$ cat src/rtl/blob_bbox_accumulator_if.sv
// Bus bundle for blob_bbox_accumulator: the pixel stream, frame control,
// register read port and status.
//
// Handshake: in_write qualifies in_pixel/in_x/in_y in the cycle it is high.
// The sink never applies back-pressure, so every qualified pixel is taken
// at the clock edge that samples it. The register port is a plain
// registered read: address sampled at edge k gives readdata after edge k.
// out_valid is a single-cycle pulse marking the edge at which a new set of
// frame results, and ready=1, become visible.
interface blob_bbox_accumulator_if #(
  parameter int COORD_W = 12
);
  logic               start;
  logic               in_write;
  logic [2:0]         in_pixel;
  logic [COORD_W-1:0] in_x;
  logic [COORD_W-1:0] in_y;
  logic               in_done;
  logic [3:0]         address;
  logic [31:0]        readdata;
  logic               busy;
  logic               ready;
  logic               out_valid;
  logic [1:0]         state_dbg;

  modport master (
    output start, in_write, in_pixel, in_x, in_y, in_done, address,
    input  readdata, busy, ready, out_valid, state_dbg
  );

  modport slave (
    input  start, in_write, in_pixel, in_x, in_y, in_done, address,
    output readdata, busy, ready, out_valid, state_dbg
  );
endinterface

$ cat src/rtl/blob_bbox_accumulator.sv
// Per-channel (red/green/blue) bounding box and pixel count over one frame
// of a coordinate-tagged mask stream. Results are latched on the rising
// edge of in_done into a read-only register bank.
module blob_bbox_accumulator #(
  parameter int COORD_W = 12,
  parameter int COUNT_W = 24
) (
  input  logic                          clock,
  input  logic                          reset_n,
  blob_bbox_accumulator_if.slave        bus
);

  typedef enum logic [1:0] {
    S_IDLE  = 2'd0,
    S_WAIT  = 2'd1,
    S_ACCUM = 2'd2,
    S_LATCH = 2'd3
  } state_t;

  state_t state;
  state_t state_next;

  logic done_q;
  logic done_rise;
  logic origin;
  logic acc_clr;
  logic acc_en;
  logic [2:0] hit;

  logic [COORD_W-1:0] acc_min_x [3];
  logic [COORD_W-1:0] acc_min_y [3];
  logic [COORD_W-1:0] acc_max_x [3];
  logic [COORD_W-1:0] acc_max_y [3];
  logic [COUNT_W-1:0] acc_cnt   [3];

  logic [COORD_W-1:0] res_min_x [3];
  logic [COORD_W-1:0] res_min_y [3];
  logic [COORD_W-1:0] res_max_x [3];
  logic [COORD_W-1:0] res_max_y [3];
  logic [COUNT_W-1:0] res_cnt   [3];

  logic        busy_q;
  logic        ready_q;
  logic        out_valid_q;
  logic [31:0] rd_q;
  logic [31:0] rd_next;

  logic [COORD_W-1:0] sel_min_x;
  logic [COORD_W-1:0] sel_min_y;
  logic [COORD_W-1:0] sel_max_x;
  logic [COORD_W-1:0] sel_max_y;
  logic [COUNT_W-1:0] sel_cnt;
  logic               sel_ok;

  // Channel 0 is red (in_pixel[2]), channel 2 is blue (in_pixel[0]).
  assign hit       = {bus.in_pixel[0], bus.in_pixel[1], bus.in_pixel[2]};
  assign done_rise = bus.in_done & ~done_q;
  assign origin    = (bus.in_x == '0) && (bus.in_y == '0);
  assign acc_clr   = (state == S_IDLE) && bus.start;
  // The (0,0) pixel that ends WAIT belongs to the new frame.
  assign acc_en    = bus.in_write &&
                     (((state == S_WAIT) && origin) || (state == S_ACCUM));

  assign bus.busy      = busy_q;
  assign bus.ready     = ready_q;
  assign bus.out_valid = out_valid_q;
  assign bus.readdata  = rd_q;
  assign bus.state_dbg = state;

  // State register and in_done edge history; the history resets to 1 so a
  // level that is already high cannot close a frame after reset.
  always_ff @(posedge clock or negedge reset_n) begin
    if (!reset_n) begin
      state  <= S_IDLE;
      done_q <= 1'b1;
    end else begin
      state  <= state_next;
      done_q <= bus.in_done;
    end
  end

  // Next-state logic; in_done edges seen in WAIT belong to a stale frame.
  always_comb begin
    state_next = state;
    case (state)
      S_IDLE:  if (bus.start) state_next = S_WAIT;
      S_WAIT:  if (bus.in_write && origin) state_next = S_ACCUM;
      S_ACCUM: if (done_rise) state_next = S_LATCH;
      S_LATCH: state_next = S_IDLE;
      default: state_next = S_IDLE;
    endcase
  end

  // Accumulators: cleared on arm, updated per set mask bit, count saturates.
  always_ff @(posedge clock or negedge reset_n) begin
    if (!reset_n) begin
      for (int c = 0; c < 3; c++) begin
        acc_min_x[c] <= '0;
        acc_min_y[c] <= '0;
        acc_max_x[c] <= '0;
        acc_max_y[c] <= '0;
        acc_cnt[c]   <= '0;
      end
    end else if (acc_clr) begin
      for (int c = 0; c < 3; c++) begin
        acc_min_x[c] <= '1;
        acc_min_y[c] <= '1;
        acc_max_x[c] <= '0;
        acc_max_y[c] <= '0;
        acc_cnt[c]   <= '0;
      end
    end else if (acc_en) begin
      for (int c = 0; c < 3; c++) begin
        if (hit[c]) begin
          if (bus.in_x < acc_min_x[c]) acc_min_x[c] <= bus.in_x;
          if (bus.in_y < acc_min_y[c]) acc_min_y[c] <= bus.in_y;
          if (bus.in_x > acc_max_x[c]) acc_max_x[c] <= bus.in_x;
          if (bus.in_y > acc_max_y[c]) acc_max_y[c] <= bus.in_y;
          if (acc_cnt[c] != {COUNT_W{1'b1}}) acc_cnt[c] <= acc_cnt[c] + COUNT_W'(1);
        end
      end
    end
  end

  // Result bank: snapshot of the accumulators taken in LATCH.
  always_ff @(posedge clock or negedge reset_n) begin
    if (!reset_n) begin
      for (int c = 0; c < 3; c++) begin
        res_min_x[c] <= '0;
        res_min_y[c] <= '0;
        res_max_x[c] <= '0;
        res_max_y[c] <= '0;
        res_cnt[c]   <= '0;
      end
    end else if (state == S_LATCH) begin
      for (int c = 0; c < 3; c++) begin
        res_min_x[c] <= acc_min_x[c];
        res_min_y[c] <= acc_min_y[c];
        res_max_x[c] <= acc_max_x[c];
        res_max_y[c] <= acc_max_y[c];
        res_cnt[c]   <= acc_cnt[c];
      end
    end
  end

  // Status flags: busy follows the armed states, ready/out_valid mark a latch.
  always_ff @(posedge clock or negedge reset_n) begin
    if (!reset_n) begin
      busy_q      <= 1'b0;
      ready_q     <= 1'b0;
      out_valid_q <= 1'b0;
    end else begin
      busy_q      <= (state_next != S_IDLE);
      out_valid_q <= (state == S_LATCH);
      if (state == S_LATCH) ready_q <= 1'b1;
      else if (acc_clr)     ready_q <= 1'b0;
    end
  end

  // Read mux: address[3:2] picks the channel, address[1:0] the field.
  always_comb begin
    sel_min_x = '0;
    sel_min_y = '0;
    sel_max_x = '0;
    sel_max_y = '0;
    sel_cnt   = '0;
    sel_ok    = 1'b1;
    case (bus.address[3:2])
      2'd0: begin
        sel_min_x = res_min_x[0]; sel_min_y = res_min_y[0];
        sel_max_x = res_max_x[0]; sel_max_y = res_max_y[0];
        sel_cnt   = res_cnt[0];
      end
      2'd1: begin
        sel_min_x = res_min_x[1]; sel_min_y = res_min_y[1];
        sel_max_x = res_max_x[1]; sel_max_y = res_max_y[1];
        sel_cnt   = res_cnt[1];
      end
      2'd2: begin
        sel_min_x = res_min_x[2]; sel_min_y = res_min_y[2];
        sel_max_x = res_max_x[2]; sel_max_y = res_max_y[2];
        sel_cnt   = res_cnt[2];
      end
      default: sel_ok = 1'b0;
    endcase
    rd_next = '0;
    if (sel_ok) begin
      case (bus.address[1:0])
        2'd0:    rd_next = {16'(sel_min_y), 16'(sel_min_x)};
        2'd1:    rd_next = {16'(sel_max_y), 16'(sel_max_x)};
        2'd2:    rd_next = 32'(sel_cnt);
        default: rd_next = '0;
      endcase
    end else if (bus.address == 4'd12) begin
      rd_next = {30'b0, busy_q, ready_q};
    end
  end

  // Registered read data.
  always_ff @(posedge clock or negedge reset_n) begin
    if (!reset_n) rd_q <= '0;
    else          rd_q <= rd_next;
  end

endmodule
$ cat src/flat_wrapper.sv
// flat-port wrapper written by rule: the top's interface ports become plain ports
module blob_bbox_accumulator_flat 
#(
  parameter int COORD_W = 12,
  parameter int COUNT_W = 24
)
  (clock, reset_n, bus_start, bus_in_write, bus_in_pixel, bus_in_x, bus_in_y, bus_in_done, bus_address, bus_readdata, bus_busy, bus_ready, bus_out_valid, bus_state_dbg);
  blob_bbox_accumulator_if #(.COORD_W(COORD_W)) bus_i ();
  input  logic clock;
  input  logic reset_n;
  input wire logic [$bits(bus_i.start)-1:0] bus_start;
  input wire logic [$bits(bus_i.in_write)-1:0] bus_in_write;
  input wire logic [$bits(bus_i.in_pixel)-1:0] bus_in_pixel;
  input wire logic [$bits(bus_i.in_x)-1:0] bus_in_x;
  input wire logic [$bits(bus_i.in_y)-1:0] bus_in_y;
  input wire logic [$bits(bus_i.in_done)-1:0] bus_in_done;
  input wire logic [$bits(bus_i.address)-1:0] bus_address;
  output wire logic [$bits(bus_i.readdata)-1:0] bus_readdata;
  output wire logic [$bits(bus_i.busy)-1:0] bus_busy;
  output wire logic [$bits(bus_i.ready)-1:0] bus_ready;
  output wire logic [$bits(bus_i.out_valid)-1:0] bus_out_valid;
  output wire logic [$bits(bus_i.state_dbg)-1:0] bus_state_dbg;
  assign bus_i.start = bus_start;
  assign bus_i.in_write = bus_in_write;
  assign bus_i.in_pixel = bus_in_pixel;
  assign bus_i.in_x = bus_in_x;
  assign bus_i.in_y = bus_in_y;
  assign bus_i.in_done = bus_in_done;
  assign bus_i.address = bus_address;
  assign bus_readdata = bus_i.readdata;
  assign bus_busy = bus_i.busy;
  assign bus_ready = bus_i.ready;
  assign bus_out_valid = bus_i.out_valid;
  assign bus_state_dbg = bus_i.state_dbg;
  blob_bbox_accumulator #(.COORD_W(COORD_W), .COUNT_W(COUNT_W)) u_core (.clock(clock), .reset_n(reset_n), .bus(bus_i));
endmodule
$ cat config.mk
export PLATFORM = sky130hd
export DESIGN_NAME = blob_bbox_accumulator_flat
export DESIGN_NICKNAME = d
export VERILOG_FILES = /design/src/rtl/blob_bbox_accumulator_if.sv /design/src/rtl/blob_bbox_accumulator.sv /design/src/flat_wrapper.sv
export SDC_FILE = /design/constraint.sdc
export NUM_CORES = 1
export LEC_CHECK = 0
export ABC_AREA = 1
export BUFFER_PORTS_ARGS = -buffer_cell sky130_fd_sc_hd__buf_2
export CORE_ASPECT_RATIO = 0.9
export CORE_MARGIN = 5
export CORE_UTILIZATION = 50
export DETAILED_ROUTE_END_ITERATION = 10
export PLACE_DENSITY_LB_ADDON = 0.12
export SLEW_MARGIN = 10
export SYNTH_ARGS = -nofsm -noshare
export SYNTH_HDL_FRONTEND = slang
export SYNTH_SLANG_ARGS = --single-unit
export TNS_END_PERCENT = 20
$ cat constraint.sdc
create_clock -name clock -period 1.9 [get_ports clock]
set_input_delay 0.095 -clock clock [delete_from_list [all_inputs] [get_ports clock]]
set_output_delay 0.095 -clock clock [all_outputs]
set_load 0.01 [all_outputs]
* Word level (Yosys, flattened, before mapping)
Index checks and enable logic that the tools add are counted.
** Word-level totals
- Register bits after elaboration :: 470
- Input bits :: 36
- Output and inout port bits :: 37
** Operators by class
- Add/subtract/negate cells :: 3
- Magnitude comparators :: 12
- Equal/unequal tests :: 11
- Muxes and demuxes :: 55
- Bitwise operators :: 2
- Reductions and logical operators :: 48
** Operators by type and width (number)
- 12-bit two-way mux :: 24
- 36-bit two-way mux :: 8
- 24-bit two-way mux :: 6
- 72-bit two-way mux :: 2
- 12-bit one-hot mux with 3 select lines :: 4
- 28-bit one-hot mux with 3 select lines :: 1
- 24-bit by 1-bit adder with 24-bit output, second input constant :: 3
- 12-bit greater-than comparator :: 6
- 12-bit less-than comparator :: 6
- 24-bit != test, second input constant :: 3
- 24-bit one-hot mux with 3 select lines :: 1
- 3-bit AND reduction :: 15
- 2-bit nonzero test :: 21
- 32-bit two-way mux :: 1
- 12-bit zero test :: 2
- 2-bit equality test, second input constant :: 4
- 2-bit two-way mux :: 4
- 2-bit one-hot mux with 4 select lines :: 1
- 2-bit by 1-bit equality test with 1-bit output, second input constant :: 3
- 2-bit zero test :: 3
- 1-bit logical AND :: 5
- 4-bit equality test, second input constant :: 1
- 1-bit two-way mux :: 3
- 3-bit OR reduction :: 1
- 3 further kinds :: 3

* Logic depth before layout (Yosys ltp)
- Word-level depth :: 7
- Mapped depth :: 14
- Gate-level depth less buffers :: 13

* Worst setup path after synthesis
Ideal clock, no wire load.
- Path kind :: reg2reg
- Start :: register u_core.acc_cnt[24] (netlist name)
- End :: register u_core.acc_cnt[31] (netlist name)
- Arrival :: 1.659 ns
- Required time :: 1.783 ns
- Slack :: 0.125 ns
- Cell stages (with the launch flop) :: 12
- Cells stage by stage :: dfrtp_1 > ha_1 > nand2_1 > nor2_2 > nand2_1 > nor2_2 > nand3_1 > nand3_4 > inv_2 > buf_2 > nand2_1 > nand2_1
** Between the ends
- Cells in the longest elaborated chain, start to end :: 5
** Ends and longest elaborated chain
- from (decl) :: RTL line blob_bbox_accumulator.sv:34 : logic [COUNT_W-1:0] acc_cnt [3];
- from (signal, indexed assignment) :: RTL line blob_bbox_accumulator.sv:102 : acc_cnt[c] <= '0;
- from (signal, indexed assignment) :: RTL line blob_bbox_accumulator.sv:110 : acc_cnt[c] <= '0;
- 24-bit by 1-bit adder with 24-bit output :: RTL line blob_bbox_accumulator.sv:119 : if (acc_cnt[c] != {COUNT_W{1'b1}}) acc_cnt[c] <= acc_cnt[c] + COUNT_W'(1);
- 24-bit two-way mux :: RTL line blob_bbox_accumulator.sv:119
- 24-bit two-way mux :: RTL line blob_bbox_accumulator.sv:114 : if (hit[c]) begin
- 72-bit two-way mux :: RTL line blob_bbox_accumulator.sv:112 : end else if (acc_en) begin
- 72-bit two-way mux :: RTL line blob_bbox_accumulator.sv:104 : end else if (acc_clr) begin
Several ways; a longest one is shown, not always the timed one. The select of a mux whose other input is x is not followed.
A chain may end at the register's enable or synchronous reset.

* Worst setup path in the final report
- Start :: register u_core.state[1] (netlist: u_core.bus.state_dbg[1])
- End :: register u_core.acc_max_x[4] (netlist name)
** Between the ends
- Cells in the longest elaborated chain, start to end :: 6
** Ends and longest elaborated chain
- from (decl) :: RTL line blob_bbox_accumulator.sv:20 : state_t state;
- from (signal assigned) :: RTL line blob_bbox_accumulator.sv:77 : state <= state_next;
- 2-bit by 1-bit equality test with 1-bit output :: RTL line blob_bbox_accumulator.sv:62 : (((state == S_WAIT) && origin) || (state == S_ACCUM));
- 1-bit logical AND :: RTL line blob_bbox_accumulator.sv:62
- 1-bit logical OR :: RTL line blob_bbox_accumulator.sv:62
- 1-bit logical AND :: RTL line blob_bbox_accumulator.sv:61 : assign acc_en = bus.in_write &&
- 2-bit nonzero test (no line)
- 3-bit AND reduction (no line)
- to (signal, indexed assignment) :: RTL line blob_bbox_accumulator.sv:100 : acc_max_x[c] <= '0;
- to (signal, indexed assignment) :: RTL line blob_bbox_accumulator.sv:108 : acc_max_x[c] <= '0;
- to (decl) :: RTL line blob_bbox_accumulator.sv:32 : logic [COORD_W-1:0] acc_max_x [3];
Several ways; a longest one is shown, not always the timed one.

==> impl_results.md <==
- Final Wtd Congestion: 0.9552
- CTS Buffer Depth: 3
- Flop pwr share: 37.4%
- Buffers on Ports: 68
- Grt total ovfl: 0
- Setup WS post-layout: 0.03770 ns
- Fraction of layout cells with a size suffix above 1: about 14%
- Seq/Total Area, Yosys: 47.00%
- DR vias: 22540
- Final Max Tran Viols: 0
- TritonRoute pass-1 iters: 7
- Beginning of the worst hold path: bus_in_x[7]
- Final Hold Vio Count: 0
- Comb pwr share: 31.7%
- Final wirelength: 77880 um
- Placed Area: 27040 um2
- H-Tree Level Count: 2
- Iter 0 DRT Violations: 1904
- Power Density: roughly 1200 nW/um2
- WP data required: 2.38 ns
- # diodes: 0
- Status: completed
- CTS buffer count: 52
- First-pass GRT wire length: 120000 um
- Synth Instances: between 3000 and 4000
- Post-route minimum period: 1.862 ns
- Initial core utilization: 50.50%
- Net Sw Power: 12230 uW
- CP startpoint kind: register
- Clock Skews: around 0.023 ns
- Vias per cell: 5.438
- Drt wl/cell: 18.79 um
- Area Growth Syn to Fin: 20.77%
- ANT nets after route: 0
- R2R Path Start: u_core.bus.state_dbg[1]$_DFF_PN0_
- Net Sw Frac: 35.24%
- Gr usage total: 27.65%
- Worst-path clk slew: 0.06 ns
- Mapped cell area: 24810 um2
- Vias in the first global route: 21720
- Post-DP HPWL: 55850 um
- CTS Sinks: 466
- CP startpoint: u_core.bus.state_dbg[1]$_DFF_PN0_
- Clk pwr share: 30.8%
- Layout fillers: around 4500
- Final net count: 3648
- Max VDD drop: 706.8 uV
- Number of DRC violations after detailed routing: 0
- RSZ-0062 raised after global routing: yes
- Crit. End Element: register
- Die Y: around 220 um
- CP max FO: 8
- Slew @ Worst Pin: ~1.2 ns
- Fin area: 29970 um2
- Headroom to the max-slew limit: between 20% and 30%
- # IOs: 73
- P_leak: 0.01519 uW
- Crit Path Class: register to register
- Clk_lat worst skew: between 0.6 and 0.7 ns
- Row cnt: 77
- Final Cycle Share: 98.02%
- Die Width: 244.8 um
- Cell Int Power: around 22000 uW
- Initial antenna violation count: 2
- Critical Path AT: 2.34 ns
- Synth cell types: 38
- Max Freq: 0.5370 GHz
- Worst Hold Class: primary input to register
- Final Setup Violations: 0
- Pre-CTS WS: -0.3014 ns
- Largest net degree at the start of global routing: 111
- Core area: 49130 um2
- CTS Root Buffer Type: clkbuf_16
- CTS tree: done
- Syn avg cell area: 7.609 um2
- Synth warn: 0
- Register bit total from synthesis: 466
- Die Area: 54190 um2
- Max_cap viols: 0
==> flip-flops by register name, summed over array words and instances (netlist names), 2 cells and up <==
signal and count:
u_core.acc_cnt 72, u_core.acc_min_y 36, u_core.res_max_x 36, u_core.acc_max_x 36, u_core.res_min_x 36, u_core.acc_max_y 36
u_core.res_min_y 36, u_core.res_max_y 36, u_core.bus.readdata 28, u_core.res_cnt 72, u_core.acc_min_x 36, u_core.bus.state_dbg 2
==> cell usage after synthesis (all sizes together) <==
| cell type | n | share of area, % |
|---|---|---|
| a21oi | 57 | 1.3 |
| a22o | 4 | 0.14 |
| buf | 52 | 1.4 |
| clkbuf | 93 | 1.4 |
| clkinv | 1 | 0.015 |
| conb | 1 | 0.015 |
| dfrtp | 465 | 47 |
| dfstp | 1 | 0.11 |
| ha | 141 | 7.1 |
| inv | 297 | 4.5 |
| nand2 | 1294 | 20 |
| nand3 | 326 | 6.7 |
| nand3b | 3 | 0.091 |
| nand4 | 38 | 0.96 |
| nor2 | 166 | 2.6 |
| nor3 | 19 | 0.40 |
| nor3b | 1 | 0.030 |
| o211ai | 3 | 0.091 |
| o21a | 6 | 0.18 |
| o21ai | 255 | 5.1 |
| o21bai | 6 | 0.18 |
| o22ai | 1 | 0.025 |
| o311ai | 1 | 0.035 |
| or2 | 2 | 0.050 |
| xnor2 | 3 | 0.11 |
| xor2 | 25 | 0.88 |
==> power groups by stage <==
| stage | Sequential, uW | Clock [uW] | Combinational (uW) |
|---|---|---|---|
| after floorplan | 12800 | 0 | 6070 |
| after global placement | 13000 | 0 | 9330 |
| after detailed placement | 13100 | 0 | 9620 |
| after CTS | 12900 | 10900 | 9820 |
| after global routing | 13200 | 11300 | 12400 |
| final | 13000 | 10700 | 11000 |
==> worst max-delay path, stage by stage (launching register included) <==
cell     delay, ns
dfrtp_1       0.46
nor2_1        0.25
nand3_4       0.19
a21oi_4       0.28
buf_12        0.21
nand2_4       0.07
buf_8         0.14
nand2_2       0.06
nand2_2       0.06
==> timing repair <==
item / CTS / global route
gates resized for setup: 15 / 128
gates cloned: 0 / 7
buffers inserted: 4 / 16
endpoints found under the setup margin: 216 / 225
hold buffers: 15 / 0
pin swaps: 3 / 40
endpoints found under the hold margin: 429 / 0
==> cell families after synthesis <==
kind of cell | synth area share (%)
XOR/XNOR | 0.9884
flip-flops | 47.00
other | 0.01511
adder cells (fa/ha/maj) | 7.110
AO/OA/AOI/OAI | 7.085
AND/OR/NAND/NOR | 30.49
buffers and inverters | 7.312
==> final cells by class <==
| cell class | count | area (um2) | share of cell area (%) |
|---|---|---|---|
| Inverter | 298 | 1121 | 3.741 |
| Multi-Input combinational cell | 2355 | 11940 | 39.84 |
| Sequential cell | 466 | 11660 | 38.92 |
| Timing Repair Buffer | 298 | 2629 | 8.772 |
| Clock inverter | 20 | 251.5 | 0.8392 |
| Clock buffer | 76 | 1573 | 5.248 |
| Tap cell | 632 | 790.8 | 2.639 |
==> cell usage in the layout (no fill, tap or decap), drive strengths merged <==
master and n:
dlygate4sd3 14, o211ai 3, buf 277, clkinvlp 3, xor2 25, conb 4, o22ai 1, o21ai 255
ha 141, inv 298, or2 2, nand3 326, nand4 38, nor2 166, nor3 19, dfrtp 465
clkbuf 82, nand2 1294, dfstp 1, nor3b 1, dlymetal6s4s 1, o21bai 6, o21a 6, clkinv 12
bufinv 5, a21oi 57, o311ai 1, nand3b 3, a22o 4, xnor2 3
==> through the flow <==
stage          hold slack [ns]  total power (uW)  setup TNS (ns)  util (%)  std cells
2_1_floorplan          -0.2006             18870               0         -       3264
3_3_place_gp           0.03970             22370          -35.75     55.04       4011
3_5_place_dp           0.02858             22710          -39.56     55.04       4011
4_1_cts              0.0001881             33610               0     59.22       4126
5_1_grt                0.04389             36880          -1.527     60.99       4145
6_report               0.04046             34720               0     60.99       4145
==> path summary, 6_finish.rpt <==
| path | endpoint | slack, ns | depth (start not counted) |
|---|---|---|---|
| setup / recovery | u_core.acc_max_x[4]$_DFFE_PN0P_ | 0.04 | 8 |
| hold / removal | u_core.acc_max_x[19]$_DFFE_PN0P_ | 0.04 | 6 |
| setup reg to reg | u_core.acc_max_x[4]$_DFFE_PN0P_ | 0.04 | 8 |
| hold reg to reg | u_core.acc_min_y[3]$_DFFE_PN0P_ | 0.47 | 2 |
| max in group asynchronous | u_core.res_max_x[23]$_DFFE_PN0P_ | 0.50 | 3 |
| min in group asynchronous | u_core.done_q$_DFF_PN1_ | 0.20 | 2 |
==> per-layer routing <==
metal,up-vias,global-route usage [%],wire (um)
li1,10800,-,-
met2,756,41.46,34190
met1,10820,40.28,35380
met5,-,0,14
met4,2,11.17,3196
met3,169,4.464,5109
(Power assumes the default switching activity.)
